### src/rtl/cpu_core_param.sv
// Parametrised multi-cycle CPU core with req/ack instruction and data ports.
// Optional macro CPU_SIGNED_CMP_EN: gt/lt use a two's-complement signed compare.
`timescale 1ns/1ps
module cpu_core_param #(
    parameter int unsigned DATA_W = 16,
    parameter int unsigned ADDR_W = 16,
    parameter int unsigned REG_N  = 8
) (
    input  logic              clk,
    input  logic              rst,
    input  logic              en,
    output logic [ADDR_W-1:0] imem_addr,
    output logic              imem_req,
    input  logic              imem_ack,
    input  logic [15:0]       imem_data,
    output logic [ADDR_W-1:0] dmem_addr,
    output logic              dmem_req,
    output logic              dmem_we,
    output logic [DATA_W-1:0] dmem_wdata,
    input  logic              dmem_ack,
    input  logic [DATA_W-1:0] dmem_rdata,
    output logic              za,
    output logic              zb,
    output logic              eq,
    output logic              gt,
    output logic              lt,
    output logic              halted,
    output logic              fault
);
    localparam int unsigned IW   = 16;
    localparam int unsigned RF_N = 8;

    typedef enum logic [2:0] {
        S_FETCH, S_DECODE, S_FETCH2, S_MEM, S_EXEC, S_WB, S_HALT, S_FAULT
    } state_e;

    state_e            state_q, state_d;
    logic [ADDR_W-1:0] pc_q;
    logic [IW-1:0]     ir_q, ext_q;
    logic [DATA_W-1:0] mdr_q, res_q;
    logic [DATA_W-1:0] rf_q [RF_N];
    logic              za_q, zb_q, eq_q, gt_q, lt_q;

    logic [1:0] len, mode, ot;
    logic [2:0] rd, rs;
    logic [3:0] op;
    assign len  = ir_q[15:14];
    assign mode = ir_q[13:12];
    assign ot   = ir_q[11:10];
    assign rd   = ir_q[9:7];
    assign rs   = ir_q[6:4];
    assign op   = ir_q[3:0];

    logic is_move, is_arith, is_logic, is_st, is_halt, is_jmp, is_jz;
    logic wr_rd, take_jump, op_ok, len_ok, reg_ok, illegal;
    assign is_move   = (ot == 2'b00);
    assign is_arith  = (ot == 2'b01);
    assign is_logic  = (ot == 2'b10);
    assign is_st     = is_move && (op == 4'h3);
    assign is_halt   = is_move && (op == 4'hF);
    assign is_jmp    = is_move && (op == 4'h1);
    assign is_jz     = is_move && (op == 4'h2);
    assign wr_rd     = (is_move && op == 4'h0) || (is_arith && op != 4'h4) || is_logic;
    assign take_jump = is_jmp || (is_jz && za_q);

    // Legality: opcode within its group, length matching mode, register indices in range
    always_comb begin : legality
        op_ok = 1'b0;
        case (ot)
            2'b00:   op_ok = (op <= 4'h2) || (op == 4'h3 && mode == 2'b10) || (op == 4'hF);
            2'b01:   op_ok = (op <= 4'h4);
            2'b10:   op_ok = (op <= 4'h5);
            default: op_ok = 1'b0;
        endcase
        len_ok  = (mode == 2'b00) ? (len == 2'b01) : (mode != 2'b11 && len == 2'b10);
        reg_ok  = (32'(rd) < REG_N) && (mode != 2'b00 || 32'(rs) < REG_N);
        illegal = !(op_ok && len_ok && reg_ok);
    end

    logic [DATA_W-1:0] a, b, alu_res;
    logic              a_gt_b, a_lt_b;
    assign a = rf_q[rd];

    always_comb begin : operand_b
        b = mdr_q;
        case (mode)
            2'b00:   b = rf_q[rs];
            2'b01:   b = DATA_W'(ext_q);
            default: b = mdr_q;
        endcase
    end

    always_comb begin : alu
        alu_res = b;
        if (is_arith) begin
            case (op)
                4'h0:    alu_res = a + b;
                4'h1:    alu_res = a - b;
                4'h2:    alu_res = a + DATA_W'(1);
                4'h3:    alu_res = a - DATA_W'(1);
                default: alu_res = a;
            endcase
        end else if (is_logic) begin
            case (op)
                4'h0:    alu_res = a & b;
                4'h1:    alu_res = a | b;
                4'h2:    alu_res = a ^ b;
                4'h3:    alu_res = ~a;
                4'h4:    alu_res = a << 1;
                4'h5:    alu_res = a >> 1;
                default: alu_res = a;
            endcase
        end
    end

`ifdef CPU_SIGNED_CMP_EN
    assign a_gt_b = $signed(a) > $signed(b);
    assign a_lt_b = $signed(a) < $signed(b);
`else
    assign a_gt_b = a > b;
    assign a_lt_b = a < b;
`endif

    always_ff @(posedge clk or posedge rst) begin : state_reg
        if (rst) state_q <= S_FETCH;
        else     state_q <= state_d;
    end

    always_comb begin : next_state
        state_d = state_q;
        case (state_q)
            S_FETCH:  if (imem_req && imem_ack) state_d = S_DECODE;
            S_DECODE: begin
                if (illegal)            state_d = S_FAULT;
                else if (len == 2'b10)  state_d = S_FETCH2;
                else                    state_d = S_EXEC;
            end
            S_FETCH2: if (imem_ack) state_d = (mode == 2'b10 && !is_st) ? S_MEM : S_EXEC;
            S_MEM:    if (dmem_ack) state_d = S_EXEC;
            S_EXEC:   if (!is_st || dmem_ack) state_d = S_WB;
            S_WB:     state_d = is_halt ? S_HALT : S_FETCH;
            S_HALT:   state_d = S_HALT;
            S_FAULT:  state_d = S_FAULT;
        endcase
    end

    // Requests decode from state; rst gates the fetch request so it drops at once
    always_comb begin : outputs
        imem_req   = 1'b0;
        imem_addr  = pc_q;
        dmem_req   = 1'b0;
        dmem_we    = 1'b0;
        dmem_addr  = '0;
        dmem_wdata = '0;
        halted     = 1'b0;
        fault      = 1'b0;
        case (state_q)
            S_FETCH:  imem_req = en && !rst;
            S_FETCH2: imem_req = 1'b1;
            S_MEM: begin
                dmem_req  = 1'b1;
                dmem_addr = ADDR_W'(ext_q);
            end
            S_EXEC: if (is_st) begin
                dmem_req   = 1'b1;
                dmem_we    = 1'b1;
                dmem_addr  = ADDR_W'(ext_q);
                dmem_wdata = a;
            end
            S_HALT:   halted = 1'b1;
            S_FAULT:  fault  = 1'b1;
            default:  ;
        endcase
        za = za_q;
        zb = zb_q;
        eq = eq_q;
        gt = gt_q;
        lt = lt_q;
    end

    always_ff @(posedge clk or posedge rst) begin : datapath
        if (rst) begin
            pc_q  <= '0;
            ir_q  <= '0;
            ext_q <= '0;
            mdr_q <= '0;
            res_q <= '0;
            za_q  <= 1'b0;
            zb_q  <= 1'b0;
            eq_q  <= 1'b0;
            gt_q  <= 1'b0;
            lt_q  <= 1'b0;
            for (int unsigned i = 0; i < RF_N; i++) rf_q[i] <= '0;
        end else begin
            case (state_q)
                S_FETCH: if (imem_req && imem_ack) begin
                    ir_q <= imem_data;
                    pc_q <= pc_q + ADDR_W'(1);
                end
                S_FETCH2: if (imem_ack) begin
                    ext_q <= imem_data;
                    pc_q  <= pc_q + ADDR_W'(1);
                end
                S_MEM: if (dmem_ack) mdr_q <= dmem_rdata;
                S_EXEC: begin
                    res_q <= alu_res;
                    if (is_arith || is_logic) begin
                        za_q <= (a == '0);
                        zb_q <= (b == '0);
                        eq_q <= (a == b);
                        gt_q <= a_gt_b;
                        lt_q <= a_lt_b;
                    end
                end
                S_WB: begin
                    if (wr_rd)     rf_q[rd] <= res_q;
                    if (take_jump) pc_q     <= ADDR_W'(res_q);
                end
                default: ;
            endcase
        end
    end
endmodule

### config.mk
export PLATFORM = sky130hd
export DESIGN_NAME = cpu_core_param
export DESIGN_NICKNAME = d
export VERILOG_FILES = /design/src/rtl/cpu_core_param.sv
export SDC_FILE = /design/constraint.sdc
export NUM_CORES = 1
export LEC_CHECK = 0
export CAP_MARGIN = 20
export CORE_ASPECT_RATIO = 1.4
export CORE_MARGIN = 5
export CORE_UTILIZATION = 60
export CTS_CLUSTER_SIZE = 20
export DETAILED_ROUTE_END_ITERATION = 7
export HOLD_SLACK_MARGIN = 0.15
export PLACE_DENSITY = 0.83
export SETUP_SLACK_MARGIN = 0.02
export SYNTH_ARGS = -nofsm -noshare
export SYNTH_HDL_FRONTEND = slang
export SYNTH_SLANG_ARGS = --single-unit
export TNS_END_PERCENT = 50
### constraint.sdc
create_clock -name clk -period 7.45 [get_ports clk]
set_clock_uncertainty 0.1 [all_clocks]
set_input_delay 0.745 -clock clk [delete_from_list [all_inputs] [get_ports clk]]
set_output_delay 0.745 -clock clk [all_outputs]
set_load 0.02 [all_outputs]
# Word level (Yosys, flattened, before mapping)
# Cells that the tools add are included.
classes:
  n_addsub: 5
  magnitude_cmp: 8
  n_eq_ne: 27
  n_mux: 39
  bitwise_logic: 6
  n_reduce_logical: 37
op_table:
  columns: ["op", "count"]
  rows:
  - ["2-to-1 mux 16 bit", 13]
  - ["bitwise mux 128 bit", 1]
  - ["binary-select mux 16 bit (select 3 bit)", 2]
  - ["one-hot mux 16 bit (6 select lines)", 1]
  - ["one-hot mux 16 bit (2 select lines)", 2]
  - ["one-hot mux 16 bit (4 select lines)", 1]
  - ["demux 16 bit (select 3 bit)", 1]
  - ["one-hot mux 16 bit (3 select lines)", 1]
  - ["adder 16 x 1 -> 16 bit (second input constant)", 2]
  - ["logical NOT 16 bit", 2]
  - ["2-to-1 mux 3 bit", 8]
  - ["one-hot mux 3 bit (8 select lines)", 1]
  - ["adder 16 bit", 1]
  - ["AND 16 bit", 1]
  - ["== test 16 bit", 1]
  - ["> comparator 16 bit", 1]
  - ["< comparator 16 bit", 1]
  - ["inverter 16 bit", 1]
  - ["bitwise OR 16 bit", 1]
  - ["subtractor 16 x 1 -> 16 bit (second input constant)", 1]
  - ["subtractor 16 bit", 1]
  - ["XOR 16 bit", 1]
  - ["logical AND 1 bit", 14]
  - ["== test 3 bit (second input constant)", 4]
  - ["other kinds (26)", 59]
totals:
  ff_bits: 216
  input_bits: 37
  out_inout_bits: 58

# Longest topological paths before layout
# Gate-level depths: netlist of the first run.
logic_depth:
  depth_word: 9
  depth_mapped: 21
  depth_no_buf: 18

# Least setup slack after synthesis of the first run
# Ideal clock, no wire load.
synth_path:
  kind: "register to register"
  from: "register ir_q[8]"
  to: "register res_q[15]"
  arrival_ns: 4.091
  required_ns: 7.277
  slack_ns: 3.186
  stages_incl_launch_ff: 16
  n_path_buf: 2
  synth_period_minus_slack_ns: 4.264
  path_cell_list: "dfrtp_1 buf_2 buf_1 mux4_2 mux2i_1 inv_1 ha_1 nor2b_1 o31a_1 o2111a_1 o21ai_0 a21oi_1 or4_1 o311ai_0 a311oi_1 a21oi_2"
synth_via:
  elab_chain_cells: 8
  word_cells_on_any_way: 16
  classes_between: "add/sub: 4; mux: 7; bitwise: 5"
synth_lines:
  columns: ["item", "line_no", "rtl"]
  rows:
  - ["start, declared", "39", "logic [IW-1:0] ir_q, ext_q;"]
  - ["start signal, assigned", "197", "ir_q <= imem_data;"]
  - ["inverter 3 -> 4 bit (implied by the code) (*)", "82", "assign a = rf_q[rd];"]
  - ["binary-select mux 16 bit (select 3 bit) (*)", "82", null]
  - ["2-to-1 mux 16 bit (implied by the code) (*) (2 in a row)", "82", null]
  - ["parallel branches: the longest is 3 deep, another holds subtractor 16 x 1 -> 16 bit", null, null]
  - ["2-to-1 mux 16 bit (*)", "95", "if (is_arith) begin"]
  - ["end signal, assigned", "206", "res_q <= alu_res;"]
  - ["end, declared", "40", "logic [DATA_W-1:0] mdr_q, res_q;"]
# Mark *: on every way between the ends. The select of a mux whose other input is x is not followed.
# A chain may end at the register's enable or synchronous reset.

# Worst setup path in the final report of the first run
layout_path:
  from: "register ir_q[4]"
  to: "register res_q[15]"
layout_via:
  elab_chain_cells: 9
  word_cells_on_any_way: 14
  classes_between: "add/sub: 2; mux: 8; bitwise: 4"
layout_lines:
  columns: ["item", "line_no", "rtl"]
  rows:
  - ["inverter 3 -> 4 bit (implied by the code) (*)", "87", "2'b00: b = rf_q[rs];"]
  - ["binary-select mux 16 bit (select 3 bit) (*)", "87", null]
  - ["2-to-1 mux 16 bit (implied by the code) (*) (2 in a row)", "87", null]
  - ["one-hot mux 16 bit (2 select lines) (*)", "86", "case (mode)"]
  - ["parallel branches: the longest is 3 deep, another holds subtractor 16 bit", null, null]
  - ["2-to-1 mux 16 bit (*)", "95", null]
# Marks and branches as above.

==> results of run 1 <==
[flip-flops by register name, summed over array words and instances, names as in the netlist]
name and cells:
eq 1, za 1, rf_q 128, ext_q 16
imem_addr 16, mdr_q 16, state_q 3, lt 1
ir_q 16, zb 1, gt 1, res_q 16
[stage by stage]
step | hold slack, ns | setup slack, ns
after global placement | 0.3563 | 2.024
after CTS | 0.3823 | 1.999
after global routing | 0.3964 | 1.594
after detailed placement | 0.3676 | 1.958
after floorplan | 0.3787 | 0.6974
final | 0.3774 | 1.977
[path summary, 6_finish.rpt]
path	depth (start not counted)	end	start	slack, ns
min in group asynchronous	2	res_q[3]	rst	0.69
setup / recovery	18	res_q[15]	ir_q[4]	1.98
max in group asynchronous	3	rf_q[43]	rst	5.24
setup reg to reg	18	res_q[15]	ir_q[4]	1.98
hold reg to reg	2	zb	zb	0.38
hold / removal	2	zb	zb	0.38
[layout make-up]
class,count,area [um^2],area share [%]
Tap cell,315,394.1,2.350
Inverter,56,217.7,1.298
Sequential cell,216,5406,32.23
Multi-Input combinational cell,1112,8768,52.28
Clock inverter,7,70.07,0.4178
Clock buffer,30,621.8,3.708
Timing Repair Buffer,139,1294,7.714
[critical path, cell delays in order, from the launching register on]
cell and delay (ns):
dfrtp_2 0.68, buf_4 0.46, mux4_2 0.54, nand2b_1 0.15, a31oi_1 0.48, and4b_1 0.35, and3_1 0.29, nand2_1 0.09
xnor2_1 0.15, o21ai_0 0.10, ha_1 0.39, a21o_1 0.21, a21o_1 0.20, nor3_1 0.20, a21oi_1 0.15, or4_1 0.49
o311ai_0 0.11, a311oi_1 0.10, a21oi_2 0.18
[cell usage after synthesis, types with 9 or more instances]
library cell    n
a221oi_1       26
nand2b_1       16
nor2_1         99
inv_1          56
ha_1           69
a22oi_1        14
and3_1         11
mux2_2        180
o22ai_1        21
buf_1          20
o221ai_1       18
a21oi_1       110
a31oi_1        14
dfrtp_1       216
mux4_2         30
nand3_1        17
nor2b_1        33
xnor2_1        26
a221o_1         9
mux2i_1        33
nand2_1       107
buf_2          13
o21ai_0       106
nor3_1         23
clkbuf_1       72
[kinds of logic (layout without fill, tap and decap cells)]
logic type               Yosys count  count (layout)  share of synthesized area [%]
AO/OA/AOI/OAI                    404             404                          17.74
XOR/XNOR                          34              34                          2.005
adder cells (fa/ha/maj)           71              71                          6.083
buffers and inverters            168             232                          4.693
flip-flops                       216             216                          36.40
multiplexers                     250             250                          21.59
AND/OR/NAND/NOR                  353             353                          11.49
[routing by layer]
layer | track usage, % | vias up | wire length, um
met4 | 23.28 | 0 | 4040
li1 | - | 5616 | -
met1 | 43.88 | 6359 | 17990
met3 | 3.877 | 207 | 3757
met2 | 55.91 | 839 | 23440
met5 | 0 | - | 0
==> flow_summary_export.csv, run 1 <==
group,metric,value,unit
logic_synthesis,ys.flop_type,"dfrtp_1",
die,rows,68,
placement,placed_area,16060,um^2
timing,hold_viol,0,
cells_and_area,drive_gt1_share,20.13,%
worst_hold_path,hp-class,"reg -> reg",
logic_synthesis,ys_seq_area_share,36.40,%
grt,grt_pass1_wl,75620,um
cts,cts_setup_buffers,0,
timing,setup_viol,0,
cells_and_area,final_common_cell,"dfrtp_1",
cts,cts.path.max_buffers,3,
cts,cts_max_level,1,
grt,antenna_found_initial,0,
cells_and_area,fin_nets,1655,
run,drv_cap,0,
logic_synthesis,synth_area,14850,um^2
detailed_routing,drt_pass1_iterations,6,
worst_setup_path,start_kind,"flip-flop",
logic_synthesis,synth_enable_flop_cells,0,
cells_and_area,instances_no_fill,1875,
grt,grt_pass1_vias,12880,
die,die-width,143.0,um
die,pin_count,95,
logic_synthesis,avgSynthCellArea,9.927,um^2
placement,placed_cells,1836,
cells_and_area,final_util,68.45,%
worst_setup_path,cp-end-kind,"flip-flop",
detailed_routing,ant_nets,0,
logic_synthesis,ys_ff_latch,216,
cts,path_clk_slew,0.08,ns
cts,tritoncts,"built",
timing,max_freq,182.7,MHz
timing,rsz0062_at_grt,"false",
cts,root_buffer,"clkbuf_16",
worst_setup_path,criticalPathCategory,"reg -> reg",
placement,port_buffers,94,
detailed_routing,avgViaCountPerCell,6.945,
placement,routabilityCongestion,0.9967,
timing,relSlewSlack,26.66,%
grt,grt_overflow,0,
cells_and_area,final_area,16770,um^2
cts,ctsHoldBuffers,0,
logic_synthesis,synth_top_area_share,36.40,%
logic_synthesis,netlist_instances,1496,
logic_synthesis,synth_cell_type_count,83,
logic_synthesis,postSynth.asyncResetShare,100.0,%
die,die_height,196.1,um
worst_setup_path,crit_arrival,5.84,ns
logic_synthesis,synth_area_leaders,"dfrtp_1 36%, mux2_2 14%, ha_1 5.8%",
worst_setup_path,required,7.81,ns
timing,max_slew.worst_pin.slew,1.100,ns
placement,dp_hpwl,35410,um
detailed_routing,wl_per_cell,26.25,um
grt,grt_max_degree,111,
cells_and_area,n_antenna_cell,0,
die,dieArea,28040,um^2
cells_and_area,fillers,1842,
cells_and_area,synthToLayoutAreaGrowth,12.94,%
timing,fin_setup_tns,0,ns
cts,cts_resized,0,
detailed_routing,drc_errors,0,
cts,cts_made_buffers,22,
die,fp.coreArea,24500,um^2
die,initial_utilization,60.61,%
timing,post-route-min-period,5.473,ns
logic_synthesis,synth_area_leader_cell,"dfrtp_1",
timing,finalCritPeriodShare,73.46,%
worst_setup_path,critical_path_peak_fanout,21,
cts,insertion_delay,0.53,ns
run_status,status,"finished clean",
detailed_routing,vias,13020,
logic_synthesis,synth.net_count,1604,
grt,grt_usage,34.75,%
detailed_routing,drt_iter0_markers,1461,
detailed_routing,wirelength,49230,um
logic_synthesis,yosys_warnings,0,
timing,drv_slew,0,
cts,clock_sinks,216,
cells_and_area,most-common-layout-cells,"215 x dfrtp_1, 180 x mux2_2, 110 x a21oi_1",
Power of run 1 is not shown: default switching activity piles up to over one toggle a cycle in this logic, so the estimate is an artifact.
==> run 2: changes to the inputs <==
clock period = 5.27 ns   (was 7.45 ns; I/O delays follow)
==> flow_summary_export.csv, run 2 (synthesis results as in run 1) <==
group,metric,value,unit
cts,root_buffer,"clkbuf_16",
cells_and_area,most-common-layout-cells,"214 x dfrtp_1, 180 x mux2_2, 110 x a21oi_1",
detailed_routing,drt_pass1_iterations,6,
die,rows,68,
timing,fin_setup_tns,0,ns
cts,cts.path.max_buffers,3,
cts,cts_setup_buffers,0,
detailed_routing,wirelength,50430,um
die,fp.coreArea,24500,um^2
worst_setup_path,criticalPathCategory,"reg -> reg",
die,die_height,196.1,um
cells_and_area,n_antenna_cell,0,
worst_setup_path,cp-end-kind,"flip-flop",
die,initial_utilization,60.61,%
detailed_routing,drt_iter0_markers,1524,
detailed_routing,vias,13280,
worst_setup_path,start_kind,"flip-flop",
worst_setup_path,slowest_stage,"nor2b_1",
cells_and_area,fin_nets,1700,
timing,finalCritPeriodShare,94.90,%
run,drv_cap,0,
placement,placed_area,16420,um^2
timing,drv_slew,0,
timing,setup_viol,0,
detailed_routing,wl_per_cell,26.22,um
placement,port_buffers,94,
worst_setup_path,path_cells,"nor2b_1, a22o_1, a221oi_1, buf_4, ha_1, nor3_1, o21ai_0, a2111oi_1, buf_4, nor3_1, o41ai_1, buf_4, xnor2_1, a21oi_1, o21ai_0, nand3_1",
detailed_routing,avgViaCountPerCell,6.907,
worst_setup_path,crit_arrival,5.30,ns
cts,cts_made_buffers,23,
cells_and_area,regMostFlops,"rf_q",
die,dieArea,28040,um^2
cts,path_clk_slew,0.07,ns
grt,grt_usage,35.83,%
grt,antenna_found_initial,0,
grt,grt_pass1_wl,77980,um
worst_setup_path,r2r-start,"ir_q[8]",
placement,dp_hpwl,36160,um
timing,rsz0062_at_grt,"false",
timing,hold_viol,0,
timing,post-route-min-period,5.001,ns
cells_and_area,final_area,17190,um^2
die,pin_count,95,
cells_and_area,synthToLayoutAreaGrowth,15.74,%
run_status,status,"finished clean",
worst_setup_path,critical_path_peak_fanout,13,
worst_hold_path,hp-class,"in -> async",
cells_and_area,instances_no_fill,1923,
cts,tritoncts,"built",
worst_setup_path,r2r_setup_slack,0.27,ns
cells_and_area,drive_gt1_share,22.64,%
cts,cts_max_level,1,
cells_and_area,final_common_cell,"dfrtp_1",
cts,insertion_delay,0.52,ns
worst_setup_path,required,5.57,ns
worst_setup_path,crit_top_cell,"buf_4",
grt,grt_pass1_vias,13420,
grt,grt_max_degree,168,
worst_setup_path,reg2reg_depth,16,
timing,max_slew.worst_pin.slew,1.060,ns
die,die-width,143.0,um
cells_and_area,largest_register_ffs,128,
timing,max_freq,200.0,MHz
placement,routabilityCongestion,1.039,
worst_setup_path,cp_slowest_stage_delay,0.84,ns
grt,grt_overflow,0,
worst_setup_path,r2r_end,"res_q[14]",
timing,relSlewSlack,29.34,%
detailed_routing,drc_errors,0,
cts,clock_sinks,216,
detailed_routing,ant_nets,0,
placement,placed_cells,1882,
run 2: changes by cell type in the layout (fill, tap and decap cells not counted), moves of 2 or more:
cell / change
buf_12: +2
inv_6: -2
clkinvlp_4: +2
clkbuf_8: +2
buf_6: -2
buf_4: +45
run 2: cell type report:
| cell class | count | area (um^2) |
|---|---|---|
| sequential | 216 | 5410 |
| timing repair buffer | 183 | 1634 |
| inverter | 56 | 214.0 |
| fill | 1731 | 7316 |
| clock inverter | 10 | 121.4 |
| tap | 315 | 394.1 |
| multi-input combinational | 1112 | 8768 |
| clock buffer | 31 | 645.6 |
run 2: how the worst max path moves through the flow:
stage	startpoint	slack (ns)	end	depth (start not counted)
CTS	ir_q[9]	0.1	res_q[14]	17
global placement	ir_q[9]	0.31	res_q[14]	17
finish	ir_q[8]	0.27	res_q[14]	16
detailed placement	ir_q[9]	0.29	res_q[14]	17
floorplan	ir_q[8]	1.01	res_q[15]	15
global route	ir_q[4]	0.06	res_q[15]	17
run 2: worst max-delay path, delay by kind of cell (launching register included):
family                   cells  cell delay, ns
flip-flops                   1            0.73
buffers and inverters        3            0.59
adder cells (fa/ha/maj)      1            0.37
XOR/XNOR                     1            0.12
AO/OA/AOI/OAI                7            1.80
AND/OR/NAND/NOR              4            1.19
run 2: per-layer routing:
metal  GRT usage (%)  part of all wire [%]  up-vias
met3           6.194                   8.0      251
met5               0                     0        -
met2           57.21                    48      785
met4           25.85                   8.6        0
met1           43.36                    36     6541
li1                -                     -     5705
run 2: repair_timing:
action | in CTS | in global routing
gates resized for setup | 0 | 2
hold buffers | 0 | 0
setup endpoints to repair | 0 | 6
run 2: per-stage QoR:
step / util, % / hold slack (ns) / worst slack (ns)
after floorplan: - / 0.3787 / 1.006
after global placement: 66.97 / 0.3585 / 0.3062
after detailed placement: 67.00 / 0.3684 / 0.2866
after CTS: 70.13 / 0.2519 / 0.09828
after global routing: 70.14 / 0.3007 / 0.06172
final: 70.14 / 0.2441 / 0.2688
Power of run 2 is left out for the same reason.
==> edit (settings of run 1) <==
Build with the macro `CPU_SIGNED_CMP_EN` defined.
--- a/src/rtl/cpu_core_param.sv
+++ b/src/rtl/cpu_core_param.sv
@@ -2,4 +2,6 @@
 // Optional macro CPU_SIGNED_CMP_EN: gt/lt use a two's-complement signed compare.
 `timescale 1ns/1ps
+`define CPU_SIGNED_CMP_EN
+
 module cpu_core_param #(
     parameter int unsigned DATA_W = 16,
Behaviour: not the same (a bounded check fails within 10 cycles, from zero or initial values and one cycle with rst high).
==> edit against run 1 <==
- area after synthesis grew 1.1%
- wire length shrank 2.6%
- worst setup slack lost 500 ps
- fmax shrank 8.4%
- sequential cell count is the same
- global-route usage shrank 1.3 points
- synthesized cell count grew 1.7%
- cell area is essentially flat
Power is not shown: default switching activity piles up to over one toggle a cycle in this logic, so the estimate is an artifact.
==> edit: results (changes against run 1) <==
Finish
The fraction of area in clock buffers and inverters is 4.02% (-0.11 points). The non-clock inverter instance count of the final layout is 63 (+13%). The final-layout fill cell count came to 1,878 (+2.0%). The footprint of the multi-input gates came to 0.00885 mm2 (+0.98%). The buffer share of cell area is 7.23% (-0.48 points). The register fraction of the total cell area is 32.2% (about the same).

The number of signal-net buffers in the layout is 125 (-10%). The post-layout net count was 1,656 (+0.060%). The total number of multi-input combinational cells is 1,121 (+0.81%). The final-layout clock buffer total is 22 (-27%).

Worst hold path
The worst hold path begins at lt. The path with the worst hold slack has its endpoint at lt. The worst hold path belongs to the class reg2reg.

Clock network
The TritonCTS buffer count is 21 (-4.5%).

Global route
The number of global-route vias before repair is 12,809 (-0.52%). The pin count of the biggest net entering global routing is 77 (-31%). The met3 track demand over resource in global routing is 4.77% (+0.89 points).

The met2 usage is 53.7% (-2.2 points). The global routing usage on met1 was 40.9% (-2.9 points). The first-pass GRT wire length is 73.8 mm (-2.4%).

The overall routing resource usage came to 33.4% (-1.3 points).

Route
The met1 routed wirelength after detailed routing was 17.0 mm (-5.4%). The routed wire length on met2 is 22.8 mm (-2.8%). The number of DRC markers in iteration 0 came to 1,711 (+17%). The final wirelength is 48.0 mm (-2.6%). The wire length on met3 is 3.94 mm (+4.8%). The topmost layer with routed signal wires is met4. The via-per-instance ratio is 6.93 (-0.27%).

Yosys
The async set-or-reset flop fraction in the synthesized netlist is 100% (unchanged). The multiplexer area fraction after synthesis came to 22.2% (+0.64 points). The synthesized netlist net count is 1,630 (+1.6%). The adder-cell share of the synthesized area is 6.02% (-0.068 points). The proportion of synthesized chip area in sequential cells is 36.0% (-0.41 points).

Ranked by total cell area, the synthesized netlist is headed by sky130_fd_sc_hd__dfrtp_1, sky130_fd_sc_hd__mux2_2, sky130_fd_sc_hd__ha_1. After synthesis, the most frequently instantiated cells are sky130_fd_sc_hd__dfrtp_1, sky130_fd_sc_hd__mux2_2, sky130_fd_sc_hd__nand2_1. The number of unique standard cell types used by synthesis is 87 (+4.8%). The instance count of the mapped netlist was 1,522 (+1.7%).

The area share of xor/xnor cells in the synthesized design is 1.81% (-0.20 points). The total of warnings raised by yosys is 0 (unchanged). The synthesized-area fraction occupied by ao, oa, aoi and oai cells came to 17.3% (-0.48 points).

Setup path
The endpoint arrival time on the critical path is 6310 ps (+470 ps). The depth of the worst register-to-register path is 20 (+2). The slowest cell on the critical path is sky130_fd_sc_hd__dfrtp_2.

The maximum net fanout on the critical path is 30 (+43%). The worst register-to-register path ends at res_q[15]. The largest stage delay on the critical path was 970 ps (+290 ps). The setup slack on the worst flop-to-flop path was 1480 ps (-500 ps).

Run status
The run finished with clean final reports.

Timing
The normalized max-slew margin came to 24.7% (-2.0 points).

Placement
The final weighted congestion in routability-driven placement is 1.05 (+5.5%). The number of cells in the design after placement came to 1,837 (+0.054%). The port buffer count is 94 (unchanged). The estimated wirelength of the detail-placed design is 34.2 mm (-3.3%).
==> edit: cell types whose count changed in the layout (fill, tap and decap cells not counted), sizes merged, moves of 5 or more <==
| cell | before | now |
|---|---|---|
| nand2 | 107 | 124 |
| a22o | 8 | 3 |
| o21ai | 108 | 100 |
| a21oi | 112 | 99 |
| clkinv | 3 | 10 |
| mux2 | 181 | 187 |
| clkbuf | 30 | 22 |
| buf | 45 | 31 |
| a2111oi | 1 | 8 |
| mux2i | 33 | 44 |
| and3 | 11 | 17 |
| nor3 | 25 | 20 |
| a211oi | 8 | 14 |
==> edit: per-stage QoR <==
stage	area [um2]	utilization (%)	hold slack [ps]	setup WS (ps)
5_1_grt	16800	68.0	417	1150
3_3_place_gp	16000	65.0	365	1670
2_1_floorplan	15000	-	379	1540
4_1_cts	16700	67.8	390	1550
6_report	16800	68.0	382	1480
3_5_place_dp	16000	65.0	374	1580
